===== src/rtl/stream_rr_merge_pkg.sv =====
// Shared stream definitions: default data width, grant index width and the
// round-robin successor function used by the merge arbiter and future schedulers.
package stream_rr_merge_pkg;

   localparam int unsigned DATA_W_DEFAULT = 32;
   localparam int unsigned GRANT_W        = 3;

   // Next index after idx in a ring of num entries (wraps to 0).
   function automatic logic [GRANT_W-1:0] rr_next(input logic [GRANT_W-1:0] idx,
                                                  input int unsigned         num);
      if (32'(idx) + 32'd1 >= num) begin
         return '0;
      end else begin
         return idx + GRANT_W'(1);
      end
   endfunction

endpackage


===== src/rtl/stream_rr_merge_rr_arbiter.sv =====
// Combinational round-robin arbiter: searches upward from last_i+1 with wrap-around
// and grants the first requester. Outputs a one-hot grant and its index.
module stream_rr_merge_rr_arbiter
   import stream_rr_merge_pkg::*;
#(
   parameter int unsigned NUM_IN = 2
) (
   input  logic [NUM_IN-1:0]  req_i,
   input  logic [GRANT_W-1:0] last_i,
   output logic [NUM_IN-1:0]  gnt_o,
   output logic [GRANT_W-1:0] idx_o,
   output logic               valid_o
);

   logic [GRANT_W-1:0] cand;

   // Walk the ring once starting after the last winner; first requester wins.
   always_comb begin
      valid_o = 1'b0;
      idx_o   = '0;
      gnt_o   = '0;
      cand    = rr_next(last_i, NUM_IN);
      for (int i = 0; i < int'(NUM_IN); i++) begin
         for (int j = 0; j < int'(NUM_IN); j++) begin
            if (!valid_o && (int'(cand) == j) && req_i[j]) begin
               valid_o = 1'b1;
               idx_o   = cand;
            end
         end
         cand = rr_next(cand, NUM_IN);
      end
      for (int j = 0; j < int'(NUM_IN); j++) begin
         gnt_o[j] = valid_o && (int'(idx_o) == j);
      end
   end

endmodule


===== src/rtl/stream_rr_merge.sv =====
// stream_rr_merge: round-robin merge of NUM_IN AXI-Stream inputs onto one
// registered output stage. Define STREAM_MERGE_BURST_EN to hold a grant for up to
// BURST_LEN consecutive beats; otherwise the grant rotates every beat.
module stream_rr_merge
   import stream_rr_merge_pkg::*;
#(
   parameter int unsigned NUM_IN    = 2,
   parameter int unsigned DATA_W    = DATA_W_DEFAULT,
   parameter int unsigned BURST_LEN = 4
) (
   input  logic                     ap_clk,
   input  logic                     ap_rst,
   input  logic [NUM_IN*DATA_W-1:0] In_V_TDATA,
   input  logic [NUM_IN-1:0]        In_V_TVALID,
   output logic [NUM_IN-1:0]        In_V_TREADY,
   output logic [DATA_W-1:0]        Output_1_V_TDATA,
   output logic                     Output_1_V_TVALID,
   input  logic                     Output_1_V_TREADY,
   output logic [GRANT_W-1:0]       Grant_id
);

   if (NUM_IN < 2 || NUM_IN > 8) begin : g_bad_num_in
      $error("stream_rr_merge: NUM_IN must be in 2..8");
   end
   if (BURST_LEN < 1 || BURST_LEN > 255) begin : g_bad_burst_len
      $error("stream_rr_merge: BURST_LEN must be in 1..255");
   end

   logic [DATA_W-1:0]  data_q;
   logic               valid_q;
   logic [GRANT_W-1:0] gid_q;
   logic [GRANT_W-1:0] last_q;

   logic               load_en;
   logic               offer;
   logic               xfer;
   logic [NUM_IN-1:0]  rr_gnt;
   logic [GRANT_W-1:0] rr_idx;
   logic               rr_any;
   logic [NUM_IN-1:0]  win_gnt;
   logic [GRANT_W-1:0] win_idx;
   logic               win_any;
   logic [DATA_W-1:0]  win_data;

   // The output register can take a new beat when empty or being drained.
   assign load_en = !valid_q || Output_1_V_TREADY;
   assign offer   = load_en && !ap_rst;

   stream_rr_merge_rr_arbiter #(
      .NUM_IN (NUM_IN)
   ) u_rr_arbiter (
      .req_i   (In_V_TVALID),
      .last_i  (last_q),
      .gnt_o   (rr_gnt),
      .idx_o   (rr_idx),
      .valid_o (rr_any)
   );

`ifdef STREAM_MERGE_BURST_EN
   logic              lock_q;
   logic [7:0]        cnt_q;
   logic [NUM_IN-1:0] lock_gnt;
   logic              lock_hold;

   // The locked input is always the last winner; the lock holds only while it stays valid.
   always_comb begin
      for (int j = 0; j < int'(NUM_IN); j++) begin
         lock_gnt[j] = (int'(last_q) == j);
      end
      lock_hold = lock_q && |(In_V_TVALID & lock_gnt);
   end

   // Burst counter: beats taken under the current lock; releases at BURST_LEN or on a gap.
   always_ff @(posedge ap_clk) begin
      if (ap_rst) begin
         lock_q <= 1'b0;
         cnt_q  <= 8'd0;
      end else if (load_en) begin
         if (xfer && lock_hold) begin
            if (32'(cnt_q) + 32'd1 >= BURST_LEN) begin
               lock_q <= 1'b0;
               cnt_q  <= 8'd0;
            end else begin
               cnt_q <= cnt_q + 8'd1;
            end
         end else if (xfer) begin
            // Fresh round-robin winner starts a new burst.
            lock_q <= (BURST_LEN > 1);
            cnt_q  <= (BURST_LEN > 1) ? 8'd1 : 8'd0;
         end else begin
            lock_q <= 1'b0;
            cnt_q  <= 8'd0;
         end
      end
   end
`endif

   // Winner selection: burst lock overrides the round-robin result when active.
   always_comb begin
      win_gnt = rr_gnt;
      win_idx = rr_idx;
      win_any = rr_any;
`ifdef STREAM_MERGE_BURST_EN
      if (lock_hold) begin
         win_gnt = lock_gnt;
         win_idx = last_q;
         win_any = 1'b1;
      end
`endif
   end

   assign In_V_TREADY = offer ? win_gnt : '0;
   assign xfer        = offer && win_any;

   // Data mux driven by the one-hot grant.
   always_comb begin
      win_data = '0;
      for (int j = 0; j < int'(NUM_IN); j++) begin
         if (win_gnt[j]) begin
            win_data = In_V_TDATA[j*DATA_W +: DATA_W];
         end
      end
   end

   // Output register and round-robin pointer; valid drops when nothing transfers.
   always_ff @(posedge ap_clk) begin
      if (ap_rst) begin
         valid_q <= 1'b0;
         data_q  <= '0;
         gid_q   <= '0;
         last_q  <= GRANT_W'(NUM_IN - 1);
      end else if (load_en) begin
         valid_q <= xfer;
         if (xfer) begin
            data_q <= win_data;
            gid_q  <= win_idx;
            last_q <= win_idx;
         end
      end
   end

   assign Output_1_V_TDATA  = data_q;
   assign Output_1_V_TVALID = valid_q;
   assign Grant_id          = gid_q;

endmodule


===== config.mk =====
export PLATFORM = sky130hd
export DESIGN_NAME = stream_rr_merge
export DESIGN_NICKNAME = d
export VERILOG_FILES = /design/src/rtl/stream_rr_merge_pkg.sv /design/src/rtl/stream_rr_merge_rr_arbiter.sv /design/src/rtl/stream_rr_merge.sv
export SDC_FILE = /design/constraint.sdc
export NUM_CORES = 1
export LEC_CHECK = 0
export ABC_AREA = 1
export BUFFER_PORTS_ARGS = -buffer_cell sky130_fd_sc_hd__buf_2
export CAP_MARGIN = 20
export CORE_AREA = 5 5 79 81
export DETAILED_ROUTE_END_ITERATION = 16
export DIE_AREA = 0 0 84 86
export PLACE_DENSITY = 0.8
export SLEW_MARGIN = 20
export SYNTH_ARGS = -nofsm -noshare
export SYNTH_HDL_FRONTEND = slang
export SYNTH_SLANG_ARGS = --single-unit

===== constraint.sdc =====
create_clock -name ap_clk -period 2.97 [get_ports ap_clk]
set_clock_uncertainty 0.2 [all_clocks]
set_input_delay 0.7425 -clock ap_clk [delete_from_list [all_inputs] [get_ports ap_clk]]
set_output_delay 0.7425 -clock ap_clk [all_outputs]
set_load 0.01 [all_outputs]

==> metrics.md, run 1 <==
| Metric | Value |
|---|---|
| RSZ-0062 raised after global routing | yes |
| Tot Pwr | 0.00366 W |
| Synth area leader | dfxtp_1 |
| WHS Path Cells | 2 |
| Failing checks | negative setup slack |
| Pwr dens | 1200 nW/um^2 |
| Initial core utilization | 0.411 |
| Crit-path cells | inv_4, ha_4, nand3b_4, ha_4, inv_2, nor2_2, nand2_1, inv_2, nand3_4, nand3_4, nand2_4, inv_6, nand2_4, nor2_2, buf_2 |
| Layout cells sized above 1 | 0.365 |
| R2r setup slk | 230 ps |
| Util after Layout | 0.565 |
| Top cells by area, synth | dfxtp_1 33%, nand2_1 19%, nand3_1 15% |
| P_leak | 1.77 nW |
| Clock Latency Late Sink | approximately 280 ps |
| Post-layout min period | 3130 ps |
| Distinct cells, synth | 25 |
| Post-synthesis instance total | 345 |
| CP Capture Type | output port |
| Crit path arrival time | around 2200 ps |
| Core Rows | 27 |
| Syn Area/Cell | 6.44 sq um |
| Clock Pin Slew Worst Setup and Hold Paths | about 70 ps |
| Die Area | around 7200 sq um |
| Async SR Flop Fraction | 0 |
| IR Drop Worst-Case VDD | ~0.00067 V |
| Final ANT Viol Nets | 0 |
| Slowest cell on crit path | dfxtp_4 |
| Largest net degree at the start of global routing | 65 |
| Core ar. | 5410 sq um |
| Worst R2R Start | Grant_id[1] |
| Yosys reg bits | 37 |
| I/O pin cnt | 107 |
| Max cap viols | 0 |
| GRT overflow | 0 |
| Design area | slightly above 3000 sq um |
| Outcome | finished, violations left |
| Yosys warnings | 0 |
| Global-route wire length before repair | between 10000 and 15000 um |
| Setup violations, final | 2 |
| Slew @ Worst Pin | about 590 ps |
| # nets final | around 530 |
| Die Height | about 86 um |
| Sequential area share after synthesis | 0.333 |
| Required @ worst endpoint | 2030 ps |
| Slew headroom | 0.610 |
| Max Fclk | 0.320 GHz |
| Avg WL per Cell | 12.4 um |
| CTS max path bufs | 2 |
| Bufs and invs on worst path | 5 |
| Setup slack after layout | -157 ps |
| Top delay family on crit path | simple AND/OR/NAND/NOR gates |
| Slowest stage delay, CP | 390 ps |
| FF-to-FF End | Grant_id[1] |
| Post-Syn Nets | 418 |
| H-tree depth | 2 |
| Via count | roughly 2500 |
| Root Buffer | clkbuf_8 |
| Pre-CTS setup slack | -40.5 ps |
| CTS tree | built |
| Worst hold start | Grant_id[0] |
| Startpoint types | flip-flop |
| Clock sink count | 37 |
| Hold Violations, Final | 0 |
| Num CTS Buffers | 5 |
| Worst hold path class | flip-flop to flip-flop |
| Area grow syn2layout | 37.3% |
| R2r worst-path depth | 18 |
| N_diodes | 0 |
| Post-synth top area share | 0.333 |
| Hold buffer count at cts | 0 |
| Dominant synthesized flop cell | dfxtp_1 |
| Tot GR Track Use | 0.177 |
| Crit-path max FO | 3 |
| # DRC | 0 |
| Setup TNS Final | -314 ps |
| Slew Viols, Final | 0 |
| Most frequent cells after synthesis | 110 x nand2_1, 68 x nand3_1, 42 x inv_1, 37 x dfxtp_1, 32 x nand4_1 |
| Most instantiated library cell after synthesis | nand2_1 |
| Die width | 84 um |
| Detailed Route WL | between 6000 and 7000 um |
| Cell Area, Synth | 2220 sq um |
| GP Congestion | 0.765 |
| Number of synthesized flops with an enable pin | 0 |
| Setup CP Type | flip-flop to output port |
| Initial DRC count | 101 |
| DR vias/cell | between 4 and 5 |
| Final period util | 1.05 |
| HPWL after DPL | 4330 um |
| Pre-antenna DRT Iters | 5 |
| Vias in the first global route | 2415 |
| Placed inst area | 2780 sq um |
| # fillers | 523 |
| I/O Buffers | 106 |
| Hold Path End | Grant_id[0] |
| Initial antenna violation count | 0 |
==> final cells by class <==
cell class	instances	area [sq um]	share of cell area
Clock buffer	7	86.3	0.0283
Inverter	47	184	0.0603
Multi-Input combinational cell	234	1250	0.410
Sequential cell	37	748	0.245
Tap cell	72	90.1	0.0295
Timing Repair Buffer	127	692	0.227
==> tightest hold or removal path, cell delays in order, from the launching register on <==
cell and delay, ps:
dfxtp_1 320, nand3_1 80, nand2_1 40
==> cells in the final DEF (no fill, tap or decap), drive strengths merged <==
cell type and count:
nand3b 1, nor2 8, clkbuf 7, inv 46, o21bai 1, dfxtp 37, o211ai 1, or2 1
nand3 71, buf 127, o21ai 1, nand2 112, a21oi 2, nand4 32, clkinv 1, ha 4
==> timing repair <==
item / in CTS / in global routing
gates resized for setup: 16 / 7
endpoints found under the setup margin: 2 / 2
pin swaps: 9 / 8
buffers inserted: 8 / 4
==> per-layer routing <==
| layer | vias up | track usage | wire length [um] |
|---|---|---|---|
| li1 | 1319 | - | - |
| met1 | 1126 | 0.196 | 2670 |
| met2 | 80 | 0.328 | 3240 |
| met3 | 10 | 0.0538 | 495 |
| met4 | 0 | 0.0439 | 77 |
| met5 | - | 0 | 0 |
==> power by group <==
group / switching [W] / internal (W)
Clock: 0.000164 / 0.000184
Sequential: 0.000119 / 0.000748
Combinational: 0.00147 / 0.000970
Total: 0.00176 / 0.00190
==> cells by family (layout without fill, tap and decap cells) <==
logic type	after synthesis	count (layout)	synth area share
buffers and inverters	74	181	0.150
adders and majority gates	4	4	0.0225
DFF	37	37	0.333
and+or+nand+nor	225	225	0.476
AOI/OAI and AO/OA	5	5	0.0186
==> stage by stage <==
step / std cells / hold slack [ps]
2_1_floorplan: 345 / 272
3_3_place_gp: 505 / 274
3_5_place_dp: 505 / 277
4_1_cts: 520 / 287
5_1_grt: 524 / 306
6_report: 524 / 286
==> registers in the layout, summed over array words and instances (netlist names) <==
signal	flops
Output_1_V_TDATA	32
Grant_id	3
Output_1_V_TVALID	1
last_q	1
==> worst max path at each step <==
stage                 from        endpoint  cells after the start
2_1_floorplan  Grant_id[1]  In_V_TREADY[0]                     15
3_3_place_gp   Grant_id[1]  In_V_TREADY[0]                     16
3_5_place_dp   Grant_id[1]  In_V_TREADY[0]                     16
4_1_cts        Grant_id[1]  In_V_TREADY[0]                     16
5_1_grt        Grant_id[1]  In_V_TREADY[1]                     16
6_report       Grant_id[1]  In_V_TREADY[0]                     15
Note: power is estimated with default switching activity, not from simulation.
==> inputs of run 2 (changes only) <==
--- a/config.mk
+++ b/config.mk
@@ -7,11 +7,13 @@
 export LEC_CHECK = 0
 export ABC_AREA = 1
 export BUFFER_PORTS_ARGS = -buffer_cell sky130_fd_sc_hd__buf_2
-export CAP_MARGIN = 20
-export CORE_AREA = 5 5 79 81
+export CAP_MARGIN = 40
+export CORE_AREA = 5 5 78 80
+export CTS_BUF_LIST = sky130_fd_sc_hd__clkbuf_8
 export DETAILED_ROUTE_END_ITERATION = 16
-export DIE_AREA = 0 0 84 86
-export PLACE_DENSITY = 0.8
+export DIE_AREA = 0 0 83 85
+export PLACE_DENSITY = 0.82
+export SKIP_LAST_GASP = 1
 export SLEW_MARGIN = 20
 export SYNTH_ARGS = -nofsm -noshare
 export SYNTH_HDL_FRONTEND = slang
==> metrics.md, run 2 (synthesis results as in run 1) <==
| Metric | Value |
|---|---|
| Outcome | finished, violations left (unchanged) |
| Failing checks | negative setup slack (unchanged) |
| GRT overflow | 0 (unchanged) |
| Slew headroom | 0.611 (was 0.610) |
| Clock Pin Slew Worst Setup and Hold Paths | 70 ps (about the same) |
| Clock sink count | 37 (unchanged) |
| FF/Latch Area | 748 sq um (unchanged) |
| IR Drop Worst-Case VDD | 0.000614 V (was 0.000666 V) |
| Die width | 83 um (was 84 um) |
| # fillers | 518 (was 523) |
| Setup CP Type | flip-flop to output port (unchanged) |
| CTS max path bufs | 2 (unchanged) |
| I/O pin cnt | 107 (unchanged) |
| Core ar. | 5340 sq um (was 5410 sq um) |
| Top delay family on crit path | simple AND/OR/NAND/NOR gates (unchanged) |
| Hold buffer count at cts | 0 (unchanged) |
| Core Rows | 27 (unchanged) |
| Most common cell after layout, fill and taps aside | buf_2 (unchanged) |
| P_leak | 1.77 nW (about the same) |
| Worst R2R Start | Grant_id[1] (unchanged) |
| # nets final | 522 (was 525) |
| Hold Violations, Final | 0 (unchanged) |
| Clock Latency Late Sink | 280 ps (about the same) |
| Largest net degree at the start of global routing | 65 (unchanged) |
| Final ANT Viol Nets | 0 (unchanged) |
| Worst hold start | Grant_id[0] (unchanged) |
| Slew Viols, Final | 0 (unchanged) |
| I/O Buffers | 106 (unchanged) |
| Max Fclk | 0.321 GHz (was 0.320 GHz) |
| H-tree depth | 2 (unchanged) |
| Slowest stage delay, CP | 370 ps (was 390 ps) |
| R2r worst-path depth | 18 (unchanged) |
| HPWL after DPL | 4300 um (was 4330 um) |
| CTS tree | built (unchanged) |
| Crit-path cells | buf_6, nor2_4, nand3b_4, ha_4, inv_2, nor2_2, nand2_1, inv_2, nand2_2, nand2_2, nand3_4, nand2_4, inv_6, nand2_4, nor2_2, buf_2 (was inv_4, ha_4, nand3b_4, ha_4, inv_2, nor2_2, nand2_1, inv_2, nand3_4, nand3_4, nand2_4, inv_6, nand2_4, nor2_2, buf_2) |
| Crit path arrival time | 2170 ps (was 2180 ps) |
| Setup slack after layout | -144 ps (was -157 ps) |
| Pwr dens | 1200 nW/um^2 (about the same) |
| Required @ worst endpoint | 2030 ps (about the same) |
| Tot Pwr | 0.00365 W (was 0.00366 W) |
| CP Capture Type | output port (unchanged) |
| GP Congestion | 0.853 (was 0.765) |
| Area grow syn2layout | 37.1% (was 37.3%) |
| Bufs and invs on worst path | 5 (unchanged) |
| Max cap viols | 0 (unchanged) |
| Setup violations, final | 2 (unchanged) |
| Slowest cell on crit path | dfxtp_4 (unchanged) |
| RSZ-0062 raised after global routing | yes (unchanged) |
| Crit-path max FO | 4 (was 3) |
| Global-route wire length before repair | 10700 um (was 10600 um) |
| Final period util | 1.05 (about the same) |
| Multi-input gate area | 1250 sq um (about the same) |
| DR WL met2 | 3220 um (was 3240 um) |
| Root Buffer | clkbuf_8 (unchanged) |
| N_diodes | 0 (unchanged) |
| FF-to-FF End | Output_1_V_TDATA[0] (was Grant_id[1]) |
| Worst hold path class | flip-flop to flip-flop (unchanged) |
| WHS Path Cells | 2 (unchanged) |
| Initial antenna violation count | 0 (unchanged) |
| Setup TNS Final | -286 ps (was -314 ps) |
| WL met3 | 404 um (was 495 um) |
| Die Area | 7060 sq um (was 7220 sq um) |
| Via count | 2535 (unchanged) |
| Vias in the first global route | 2401 (was 2415) |
| Avg WL per Cell | 12.2 um (was 12.4 um) |
| Max reg flops | 32 (unchanged) |
| DR vias/cell | 4.86 (was 4.84) |
| Die Height | 85 um (was 86 um) |
| Pre-antenna DRT Iters | 4 (was 5) |
| DR top layer | met4 (unchanged) |
| # DRC | 0 (unchanged) |
| Post-layout min period | 3110 ps (was 3130 ps) |
| R2r setup slk | 270 ps (was 230 ps) |
| Slew @ Worst Pin | 583 ps (was 585 ps) |
| Metal-1 WL | 2680 um (was 2670 um) |
| Hold Path End | Grant_id[0] (unchanged) |
| Num CTS Buffers | 5 (unchanged) |
| Initial core utilization | 0.417 (was 0.411) |
| Layout cells sized above 1 | 0.362 (was 0.365) |
| Initial DRC count | 104 (was 101) |
| Most frequent cells in the layout | 106 x buf_2, 105 x nand2_1, 67 x nand3_1, 39 x inv_1, 35 x dfxtp_1 (was 106 x buf_2, 105 x nand2_1, 68 x nand3_1, 38 x inv_1, 35 x dfxtp_1) |
| Tot GR Track Use | 0.179 (was 0.177) |
| Startpoint types | flip-flop (unchanged) |
| Detailed Route WL | 6380 um (was 6490 um) |
[run 2: cell count changes in the layout (fill, tap and decap cells not counted), sizes merged]
cell and delta:
clkinv +1, buf -3
[run 2: where the power goes]
| part | switching (W) | internal, W |
|---|---|---|
| Clock | 0.000161 | 0.000209 |
| Sequential | 0.000128 | 0.000749 |
| Combinational | 0.00146 | 0.000945 |
[run 2: per-layer routing]
| metal | vias to the layer above | track usage |
|---|---|---|
| li1 | 1315 | - |
| met1 | 1129 | 0.196 |
| met2 | 82 | 0.338 |
| met3 | 9 | 0.0534 |
| met4 | 0 | 0.0431 |
| met5 | - | 0 |
[run 2: stage by stage]
stage | instance area [sq um] | std cells | util | setup slack [ps] | hold WS (ps)
after CTS | 3010 | 518 | 0.564 | -143 | 274
final | 3050 | 522 | 0.571 | -144 | 269
after global placement | 2780 | 504 | 0.520 | 45.0 | 251
after floorplan | 2250 | 345 | - | 29.9 | 272
after global routing | 3050 | 522 | 0.571 | -259 | 296
after detailed placement | 2780 | 504 | 0.520 | -18.3 | 263
[run 2: worst max-delay path by stage]
stage                     start             end  slack [ps]  cells past startpoint
floorplan           Grant_id[1]  In_V_TREADY[0]          30                     15
global placement    Grant_id[1]  In_V_TREADY[0]          50                     16
detailed placement  Grant_id[1]  In_V_TREADY[0]         -20                     16
CTS                 Grant_id[1]  In_V_TREADY[1]        -140                     16
global route        Grant_id[1]  In_V_TREADY[0]        -260                     16
finish              Grant_id[1]  In_V_TREADY[1]        -140                     16
[run 2: area by class of cell]
class / count / share of cell area
tap: 72 / 0.0295
clock inverter: 1 / 0.00164
sequential: 37 / 0.245
multi-input combinational: 234 / 0.411
inverter: 47 / 0.0611
clock buffer: 7 / 0.0316
timing repair buffer: 124 / 0.220
[run 2: repair_timing]
| action | in CTS | in global routing |
|---|---|---|
| pin swaps | 10 | 8 |
| resized for setup | 20 | 3 |
| setup endpoints to repair | 2 | 2 |
| setup buffers | 6 | 4 |
[run 2: worst reg2reg max path, stage by stage (launching register included)]
cell,delay (ps)
dfxtp_4,370
buf_6,120
nor2_4,200
nand3b_4,120
ha_4,270
inv_2,30
nor2_2,80
nand2_1,70
inv_2,80
nand2_2,50
nand2_2,70
nand3_4,90
buf_4,140
buf_4,120
buf_4,240
nand4_1,150
nand3_1,100
nand2_1,80
inv_1,40
